## src/rtl/ttl_pkg.sv

```systemverilog
// Shared widths, event record and logger FSM encoding for the TTL event logger.
package ttl_pkg;

  localparam int TTL_W        = 32;
  localparam int TS_W         = 64;
  localparam int FIFO_DEPTH_D = 16;

  typedef struct packed {
    logic [TS_W-1:0]  ts;
    logic [TTL_W-1:0] value;
  } ttl_evt_t;

  typedef enum logic [1:0] {
    LOG_IDLE = 2'd0,
    LOG_ARM  = 2'd1,
    LOG_RUN  = 2'd2
  } log_state_t;

endpackage

```

## src/rtl/ttl_evt_fifo.sv

```systemverilog
// First-word-fall-through event FIFO: head is the oldest entry, zero when empty.
module ttl_evt_fifo #(
  parameter int WIDTH = 96,
  parameter int DEPTH = 16
) (
  input  logic                     clk,
  input  logic                     rst_n,
  input  logic                     push,
  input  logic [WIDTH-1:0]         push_data,
  input  logic                     pop,
  output logic [WIDTH-1:0]         head,
  output logic                     full,
  output logic                     empty,
  output logic [$clog2(DEPTH):0]   count
);

  localparam int AW = $clog2(DEPTH);
  localparam logic [AW:0] FULL_CNT = (AW+1)'(DEPTH);

  logic [WIDTH-1:0] mem [DEPTH];
  logic [AW-1:0]    wr_ptr;
  logic [AW-1:0]    rd_ptr;
  logic             do_push;
  logic             do_pop;

  assign full    = (count == FULL_CNT);
  assign empty   = (count == '0);
  assign do_pop  = pop && !empty;
  // A full FIFO still accepts a push when the head leaves in the same cycle.
  assign do_push = push && (!full || do_pop);
  assign head    = empty ? '0 : mem[rd_ptr];

  always_ff @(posedge clk) begin
    if (do_push) mem[wr_ptr] <= push_data;
  end

  always_ff @(posedge clk or negedge rst_n) begin
    if (!rst_n) begin
      wr_ptr <= '0;
      rd_ptr <= '0;
      count  <= '0;
    end else begin
      if (do_push) wr_ptr <= wr_ptr + 1'b1;
      if (do_pop)  rd_ptr <= rd_ptr + 1'b1;
      case ({do_push, do_pop})
        2'b10:   count <= count + 1'b1;
        2'b01:   count <= count - 1'b1;
        default: count <= count;
      endcase
    end
  end

endmodule

```

## src/rtl/ttl_event_logger.sv

```systemverilog
// Drives masked TTL pins and logs every change of the TTL word as {timestamp, value}.
// Optional TTL_LOG_OVF_COUNT_EN adds a saturating dropped-event counter (ovf_count).
module ttl_event_logger
  import ttl_pkg::*;
#(
  parameter int TTL_WIDTH  = TTL_W,
  parameter int TS_WIDTH   = TS_W,
  parameter int FIFO_DEPTH = FIFO_DEPTH_D
) (
  input  logic                          s_axi_aclk,
  input  logic                          s_axi_aresetn,
  input  logic [TTL_WIDTH-1:0]          ttl_in,
  input  logic [TTL_WIDTH-1:0]          ttl_oe_mask,
  output logic [TTL_WIDTH-1:0]          ttl_pin,
  input  logic                          log_enable,
  input  logic                          ts_clear,
  output logic [TS_WIDTH+TTL_WIDTH-1:0] m_evt_tdata,
  output logic                          m_evt_tvalid,
  input  logic                          m_evt_tready,
  output logic [$clog2(FIFO_DEPTH):0]   evt_count,
  output logic                          evt_overflow,
`ifdef TTL_LOG_OVF_COUNT_EN
  output logic [15:0]                   ovf_count,
`endif
  input  logic                          overflow_clear,
  output logic [1:0]                    log_state
);

  logic [TS_WIDTH-1:0]  timestamp;
  logic [TTL_WIDTH-1:0] ttl_prev;
  logic                 change;
  logic                 push;
  logic                 pop;
  logic                 drop;
  logic                 full;
  logic                 empty;
  log_state_t           state;
  log_state_t           state_next;

  assign change    = (ttl_in != ttl_prev);
  assign log_state = state;

  always_ff @(posedge s_axi_aclk or negedge s_axi_aresetn) begin
    if (!s_axi_aresetn) begin
      ttl_pin   <= '0;
      ttl_prev  <= '0;
      timestamp <= '0;
      state     <= LOG_IDLE;
    end else begin
      ttl_pin   <= ttl_in & ttl_oe_mask;
      ttl_prev  <= ttl_in;
      timestamp <= ts_clear ? '0 : timestamp + 1'b1;
      state     <= state_next;
    end
  end

  // ARM takes one snapshot so software knows the pattern in force when logging began.
  always_comb begin
    state_next = state;
    push       = 1'b0;
    case (state)
      LOG_IDLE: if (log_enable) state_next = LOG_ARM;
      LOG_ARM: begin
        push       = 1'b1;
        state_next = LOG_RUN;
      end
      LOG_RUN: begin
        push = change;
        if (!log_enable) state_next = LOG_IDLE;
      end
      default: state_next = LOG_IDLE;
    endcase
  end

  // Stream handshake: an event transfers on any cycle with m_evt_tvalid && m_evt_tready;
  // tvalid never waits on tready and tdata holds while tvalid && !tready.
  assign m_evt_tvalid = !empty;
  assign pop          = m_evt_tvalid && m_evt_tready;
  assign drop         = push && full && !pop;

  ttl_evt_fifo #(
    .WIDTH(TS_WIDTH + TTL_WIDTH),
    .DEPTH(FIFO_DEPTH)
  ) u_fifo (
    .clk      (s_axi_aclk),
    .rst_n    (s_axi_aresetn),
    .push     (push),
    .push_data({timestamp, ttl_in}),
    .pop      (pop),
    .head     (m_evt_tdata),
    .full     (full),
    .empty    (empty),
    .count    (evt_count)
  );

  always_ff @(posedge s_axi_aclk or negedge s_axi_aresetn) begin
    if (!s_axi_aresetn)      evt_overflow <= 1'b0;
    else if (drop)           evt_overflow <= 1'b1;
    else if (overflow_clear) evt_overflow <= 1'b0;
  end

`ifdef TTL_LOG_OVF_COUNT_EN
  always_ff @(posedge s_axi_aclk or negedge s_axi_aresetn) begin
    if (!s_axi_aresetn)                   ovf_count <= '0;
    else if (overflow_clear)              ovf_count <= drop ? 16'd1 : 16'd0;
    else if (drop && ovf_count != 16'hFFFF) ovf_count <= ovf_count + 1'b1;
  end
`else
  // Without the counter, drops are reported only through the sticky evt_overflow.
`endif

endmodule

```

## config.mk

```make
export PLATFORM = sky130hd
export DESIGN_NAME = ttl_event_logger
export DESIGN_NICKNAME = d
export VERILOG_FILES = /design/src/rtl/ttl_pkg.sv /design/src/rtl/ttl_evt_fifo.sv /design/src/rtl/ttl_event_logger.sv
export SDC_FILE = /design/constraint.sdc
export NUM_CORES = 2
export LEC_CHECK = 0
export CAP_MARGIN = 20
export CORE_MARGIN = 4
export CORE_UTILIZATION = 65
export CTS_CLUSTER_DIAMETER = 200
export DETAILED_ROUTE_END_ITERATION = 16
export GPL_TIMING_DRIVEN = 0
export PLACE_DENSITY = 0.84
export SLEW_MARGIN = 25
export SYNTH_ARGS = -nofsm -noshare
export SYNTH_HDL_FRONTEND = slang
export SYNTH_SLANG_ARGS = --single-unit
```

## constraint.sdc

```tcl
create_clock -name s_axi_aclk -period 9.3 [get_ports s_axi_aclk]
set_clock_uncertainty 0.05 [all_clocks]
set_input_delay 0.93 -clock s_axi_aclk [delete_from_list [all_inputs] [get_ports s_axi_aclk]]
set_output_delay 0.93 -clock s_axi_aclk [all_outputs]
set_load 0.1 [all_outputs]
```

======== Word-level counts from Yosys, hierarchy flattened ========
Memory sizes are Yosys's and may differ from the RTL's.
Index checks and enable logic that the tools add are counted.
cells by class
  add/sub/neg operators ................... 5
  bitwise gates (word level) .............. 1
  equal/unequal tests ..................... 8
  reduce and logical (&&, ||, !) cells .... 14
  multiplexer cells ....................... 11
operator list
  kind                                                                    count
  96-bit two-way mux                                                      1
  64-bit by 1-bit adder with 64-bit output (second input constant)        1
  64-bit two-way mux                                                      1
  32-bit bitwise AND                                                      1
  32-bit != test                                                          1
  5-bit one-hot mux with 2 select lines                                   1
  4-bit by 1-bit adder with 4-bit output (second input constant)          2
  2-bit one-hot mux with 3 select lines                                   1
  5-bit by 1-bit adder with 5-bit output (second input constant)          1
  5-bit equality test (second input constant)                             1
  1-bit logical AND                                                       5
  5-bit logical NOT                                                       1
  5-bit by 1-bit subtractor with 5-bit output (second input constant)     1
  2-bit by 1-bit equality test with 1-bit output (second input constant)  2
  2-bit equality test (second input constant)                             2
  1-bit two-way mux                                                       4
  2-bit two-way mux                                                       2
  2-bit != test (second input constant)                                   2
  2-bit nonzero test                                                      2
  1-bit logical NOT                                                       3
  2-bit logical NOT                                                       1
  1-bit one-hot mux with 2 select lines                                   1
  2-bit AND reduction                                                     1
  1-bit logical OR                                                        1
storage, ports and cells
  word-level logic and storage cells ...... 48
  RAM bits ................................ 1536
  input port bits ......................... 70
  output and inout bits ................... 137
  memories ................................ 1
  flip-flop bits (word level) ............. 144
memories
  name        depth  width  rd ports  clocked after memory_dff  wr ports  line                text
  u_fifo.mem  16     96     1         0                         1         ttl_evt_fifo.sv:20  logic [WIDTH-1:0] mem [DEPTH];

======== Logic depth before layout (Yosys ltp) ========
  depth in word-level cells ............... 8
  mapped depth ............................ 14
  mapped depth without buffers ............ 13

======== Hierarchy ========
Synthesis repeated with hierarchy kept, for this count alone.
unflattened totals
  cell total of the unflattened synthesis .. 3038
  area total of the unflattened synthesis .. 65089.9 um^2
by module, submodules not included
  module            cells each  times used  sequential area each (um^2)  area each (um^2)
  ttl_evt_fifo      2518        1           46449.5                      59324.4
  ttl_event_logger  520         1           3278.1                       5765.5

======== Worst setup path after synthesis ========
No wires, ideal clock.
  path kind ............................... register -> register
  start point ............................. register state[0] (netlist: log_state[0])
  end point ............................... memory u_fifo.mem[11][0] (enable)
  setup time .............................. 0.466 ns
  period minus slack after synthesis ...... 5.345 ns
  path buffers ............................ 1
  data required time ...................... 8.784 ns
  data arrival time ....................... 4.829 ns
  slack ................................... 3.955 ns
  stages on the path, launching flop included .. 8
  path through ............................ dfrtp_1 inv_1 ha_1 and2_1 a21bo_2 a21oi_1 clkbuf_1 and3_1
between the ends
  longest elaborated chain between the ends .. 5
  elaborated cells on any way between the ends .. 6
  classes of those cells .................. eq/ne: 2; mux: 3; reduce/logical: 1
ends and longest elaborated chain
  element                                                                                line                    text
  start: declaration                                                                     ttl_event_logger.sv:37  log_state_t state;
  start signal: assignment                                                               ttl_event_logger.sv:53  state <= state_next;
  2-bit equality test or 2-bit by 1-bit equality test with 1-bit output (tied branches)  ttl_event_logger.sv:61  case (state)
  1-bit one-hot mux with 2 select lines (*)                                              ttl_event_logger.sv:61
  1-bit logical AND (*)                                                                  ttl_evt_fifo.sv:30      assign do_push = push && (!full || do_pop);
  1-bit two-way mux (*)                                                                  ttl_evt_fifo.sv:34      if (do_push) mem[wr_ptr] <= push_data;
  1-bit two-way mux (not written as such) (*)                                            ttl_evt_fifo.sv:34
  end: declaration                                                                       ttl_evt_fifo.sv:20
Mark *: on every way between the ends. The rest lies on a longest branch, timed or not.

======== Final worst setup path ========
  start point ............................. register u_fifo.rd_ptr[1]
  end point ............................... output port m_evt_tdata[59]
between the ends
  longest elaborated chain between the ends .. 2
ends and longest elaborated chain
  element                   line                    text
  start: declaration        ttl_evt_fifo.sv:22      logic [AW-1:0] rd_ptr;
  start signal: assignment  ttl_evt_fifo.sv:44      if (do_pop) rd_ptr <= rd_ptr + 1'b1;
  memory 16 x 96 bit        --
  96-bit two-way mux        ttl_evt_fifo.sv:31      assign head = empty ? '0 : mem[rd_ptr];
  end: declaration          ttl_event_logger.sv:17  output logic [TS_WIDTH+TTL_WIDTH-1:0] m_evt_tdata,
No other way between the ends.

==> summary.md <==
| Metric | Value |
|---|---|
| Run status | finished clean |
| Area of the placeable core | 98400 sq um |
| Number of fill cells | 4570 |
| FF+latch count, synth | 1680 |
| HPWL after DPL | 96200 um |
| Most area-hungry cell type in the Yosys netlist | sky130_fd_sc_hd__edfxtp_1 |
| Post-Synthesis Cells | 2826 |
| Post-route fraction of the period consumed by the critical path | 69.1% |
| Initial antenna violation count | 7 |
| Max-slew headroom at the worst pin | 22.2% |
| Drt drc | 0 |
| Max Root-Sink Buffers | 3 |
| Height of the die | 323 um |
| Startpoint type of the worst setup path | flip-flop |
| Post-CTS Repair Setup Buffers | 0 |
| Hold/Removal Path Class | primary input to async pin |
| Destination of the critical timing path | m_evt_tdata[59] |
| Setup-violating endpoint count in the final report | 0 |
| Routed wire per std cell | 39.5 um |
| Final-stage net count | 3323 |
| Clock-pin slew of the registers on the worst-case setup and hold paths | 0.07 ns |
| Avg Synthesized Cell Area | 22.8 sq um |
| Reg-to-reg setup timing slack | 4.41 ns |
| Routed WL | 184000 um |
| Pin count of the biggest net entering global routing | 76 |
| Number of global-route vias before repair | 35949 |
| Depth of the critical timing path with buffers and inverters included | 7 |
| Worst setup slack before clock tree synthesis | 3.36 ns |
| Net count of the mapped netlist | 2910 |
| Unique cell type count in the Yosys netlist | 45 |
| Area of the multi-input gates | 14300 sq um |
| Tot Pwr | 26.4 mW |
| Dpl cells | 4365 |
| Area delta synth->final | 15.8% |
| Sequential-to-total area share from yosys stat | 77.0% |
| Buffers & Inverters on Critical Path | 4 |
| Library cell contributing the largest single delay on the critical path | sky130_fd_sc_hd__clkdlybuf4s50_1 |
| Unrepaired setup endpoints after global routing | no |
| Via count of the routed design | 34804 |
| Die footprint | 104000 sq um |
| Pins Over Slew Limit | 0 |
| Die X-Extent | 323 um |
| Via density per instance | 7.45 |
| Clock sinks | 1680 |
| Final-layout setup total negative slack | 0 ns |
| Most Frequent Cell on Critical Path | sky130_fd_sc_hd__clkbuf_1 |
| Power Dens Cells | 352 nW/um^2 |
| Time the worst path needs with I/O delays and setup | 6.42 ns |
| Fmax | 156 MHz |
| Register cell area after layout | 49700 sq um |
| Util after Layout | 76.0% |
| Clock root buffer | sky130_fd_sc_hd__clkbuf_16 |
| Global-route wire length before repair | 263000 um |
| Worst-margin pin slew | 1.16 ns |
| Input/output buffers | 206 |
| Standard-cell rows | 115 |
| Yosys Warn Count | 0 |
| CP Cell Sequence | clkbuf_1 -> clkbuf_1 -> clkbuf_1 -> mux4_2 -> mux4_2 -> and2_1 -> clkdlybuf4s50_1 |
| Reg2reg end | u_fifo.count[4] |
| Clock buffer count from CTS | 159 |
| Most frequent cells in the layout | sky130_fd_sc_hd__edfxtp_1 (1536), sky130_fd_sc_hd__mux4_2 (480), sky130_fd_sc_hd__clkdlybuf4s50_1 (203), sky130_fd_sc_hd__clkbuf_16 (163), sky130_fd_sc_hd__dfrtp_1 (144) |
| Number of violations reported at the end of detailed-routing iteration 0 | 5427 |
| Ports | 207 |
| Final number of hold-violating endpoints | 0 |
| Total gr overflow | 0 |
| Resized cells post-CTS | 0 |
| Worst r2r path cells | 13 |
| Leakage dissipation | 24.4 nW |
| Combined global-route utilization of all metal layers | 36.3% |
| Hold-fix buffers at CTS | 0 |
| Top area cells in the synthesized netlist | sky130_fd_sc_hd__edfxtp_1 (71%), sky130_fd_sc_hd__mux4_2 (17%), sky130_fd_sc_hd__dfrtp_1 (5.6%) |
| Largest delay contributor family on the critical path | buffers and inverters |
| Clock latency of the later-clocked register in the worst-skew pair | 0.78 ns |
| Initial core utilization | 65.6% |
| Launch instance of the worst register-to-register path | u_fifo.count[0] |
| Critical path origin | u_fifo.rd_ptr[1] |
| Number of maximum-capacitance constraint violations | 0 |
| Worst endpoint required time | 8.32 ns |
| Antenna-violating nets left | 0 |
| TritonCTS clock tree | built |
| Most common cell after layout, fill and taps aside | sky130_fd_sc_hd__edfxtp_1 |
| Max stage delay on crit path | 1.01 ns |
| DRT Pass-1 Iters | 5 |
| Crit end category | output pin |
| Layout cells sized above 1 | 25.3% |
| H-tree depth reported by CTS | 4 |
| Final GP Congestion | 0.795 |
| Worst VDD drop | 0.000530 V |
| Share of the synthesized area in the top cell type | 71.5% |
| Critical Path AT | 5.44 ns |
| Maximum fanout count along the critical path | 10 |
| Post-synthesis instance area | 64600 sq um |
| PnR worst setup slack | 2.88 ns |
| Classification of the worst setup path | flip-flop to output pin |
| Final Non-Filler Cells | 4669 |
==> worst min path at each step <==
stage / slack [ns] / depth (start not counted) / to
finish: 0.08 / 1 / ttl_pin[22]
detailed placement: 0.48 / 1 / u_fifo.wr_ptr[3]
floorplan: 0.44 / 1 / u_fifo.wr_ptr[3]
global route: 0.12 / 1 / ttl_pin[22]
global placement: 0.46 / 1 / u_fifo.wr_ptr[3]
CTS: 0.09 / 1 / ttl_pin[22]
==> logic make-up after synthesis <==
family	after synthesis	synth area share [%]
buffers and inverters	144	0.917
AO/OA/AOI/OAI	41	0.364
AND/OR/NAND/NOR	366	3.25
XOR/XNOR	91	1.23
flip-flops	1680	77.0
multiplexers	490	16.9
adder cells (fa/ha/maj)	14	0.283
==> metrics by stage <==
step | cell area (sq um) | hold slack [ns]
floorplan | 64600 | 0.442
global placement | 68200 | 0.464
detailed placement | 69400 | 0.480
CTS | 74700 | 0.0896
global route | 74800 | 0.123
finish | 74800 | 0.0827
==> cell usage after synthesis, drive strengths merged <==
| cell | number |
|---|---|
| edfxtp | 1536 |
| mux4 | 480 |
| dfrtp | 144 |
| and2 | 141 |
| clkbuf | 85 |
| nor2 | 55 |
| xnor2 | 53 |
| buf | 47 |
| xor2 | 38 |
| nand2 | 34 |
| and3 | 31 |
| nand4 | 30 |
| nand3 | 29 |
| o21ai | 16 |
| a21oi | 15 |
| ha | 13 |
| or3 | 13 |
| inv | 12 |
| nor3 | 8 |
| and4 | 7 |
| nor2b | 7 |
| nor4 | 7 |
| mux2 | 6 |
| mux2i | 4 |
| a31oi | 2 |
| or4 | 2 |
| a211o | 1 |
| a211oi | 1 |
| a21bo | 1 |
| a21o | 1 |
| a311o | 1 |
| fa | 1 |
| nand2b | 1 |
| nand4b | 1 |
| o2111ai | 1 |
| o221ai | 1 |
| o22ai | 1 |
==> state kept, by name, indices dropped and copies added, names as in the netlist <==
register,cells
evt_overflow,1
u_fifo.count,5
u_fifo.wr_ptr,4
ttl_pin,32
u_fifo.mem,1536
log_state,2
timestamp,64
u_fifo.rd_ptr,4
ttl_prev,32
==> metal layers <==
| metal | share of wire [%] | track usage (%) | wire (um) |
|---|---|---|---|
| met4 | 6.5 | 19.9 | 11900 |
| met3 | 12 | 8.98 | 21900 |
| met1 | 31 | 45.6 | 57800 |
| met5 | 0.022 | 0 | 40 |
| met2 | 50 | 59.3 | 92600 |
==> where the power goes <==
group / total [mW] / leakage [nW] / internal, mW / switching, mW
registers: 8.90 / 16.0 / 8.70 / 0.194
logic: 10.8 / 5.84 / 3.54 / 7.21
clock network: 6.70 / 2.57 / 3.81 / 2.89
==> layout make-up <==
cell class | count | share of cell area [%]
diodes | 9 | 0.0301
plain buffers | 132 | 0.763
clock buffers | 215 | 5.88
clock inverters | 80 | 1.24
inverters | 12 | 0.0602
multi-input cells | 1002 | 19.1
flip-flops and latches | 1680 | 66.5
well taps | 1287 | 2.15
repair buffers | 252 | 4.23
No activity file was read; power rests on OpenSTA's default activity.
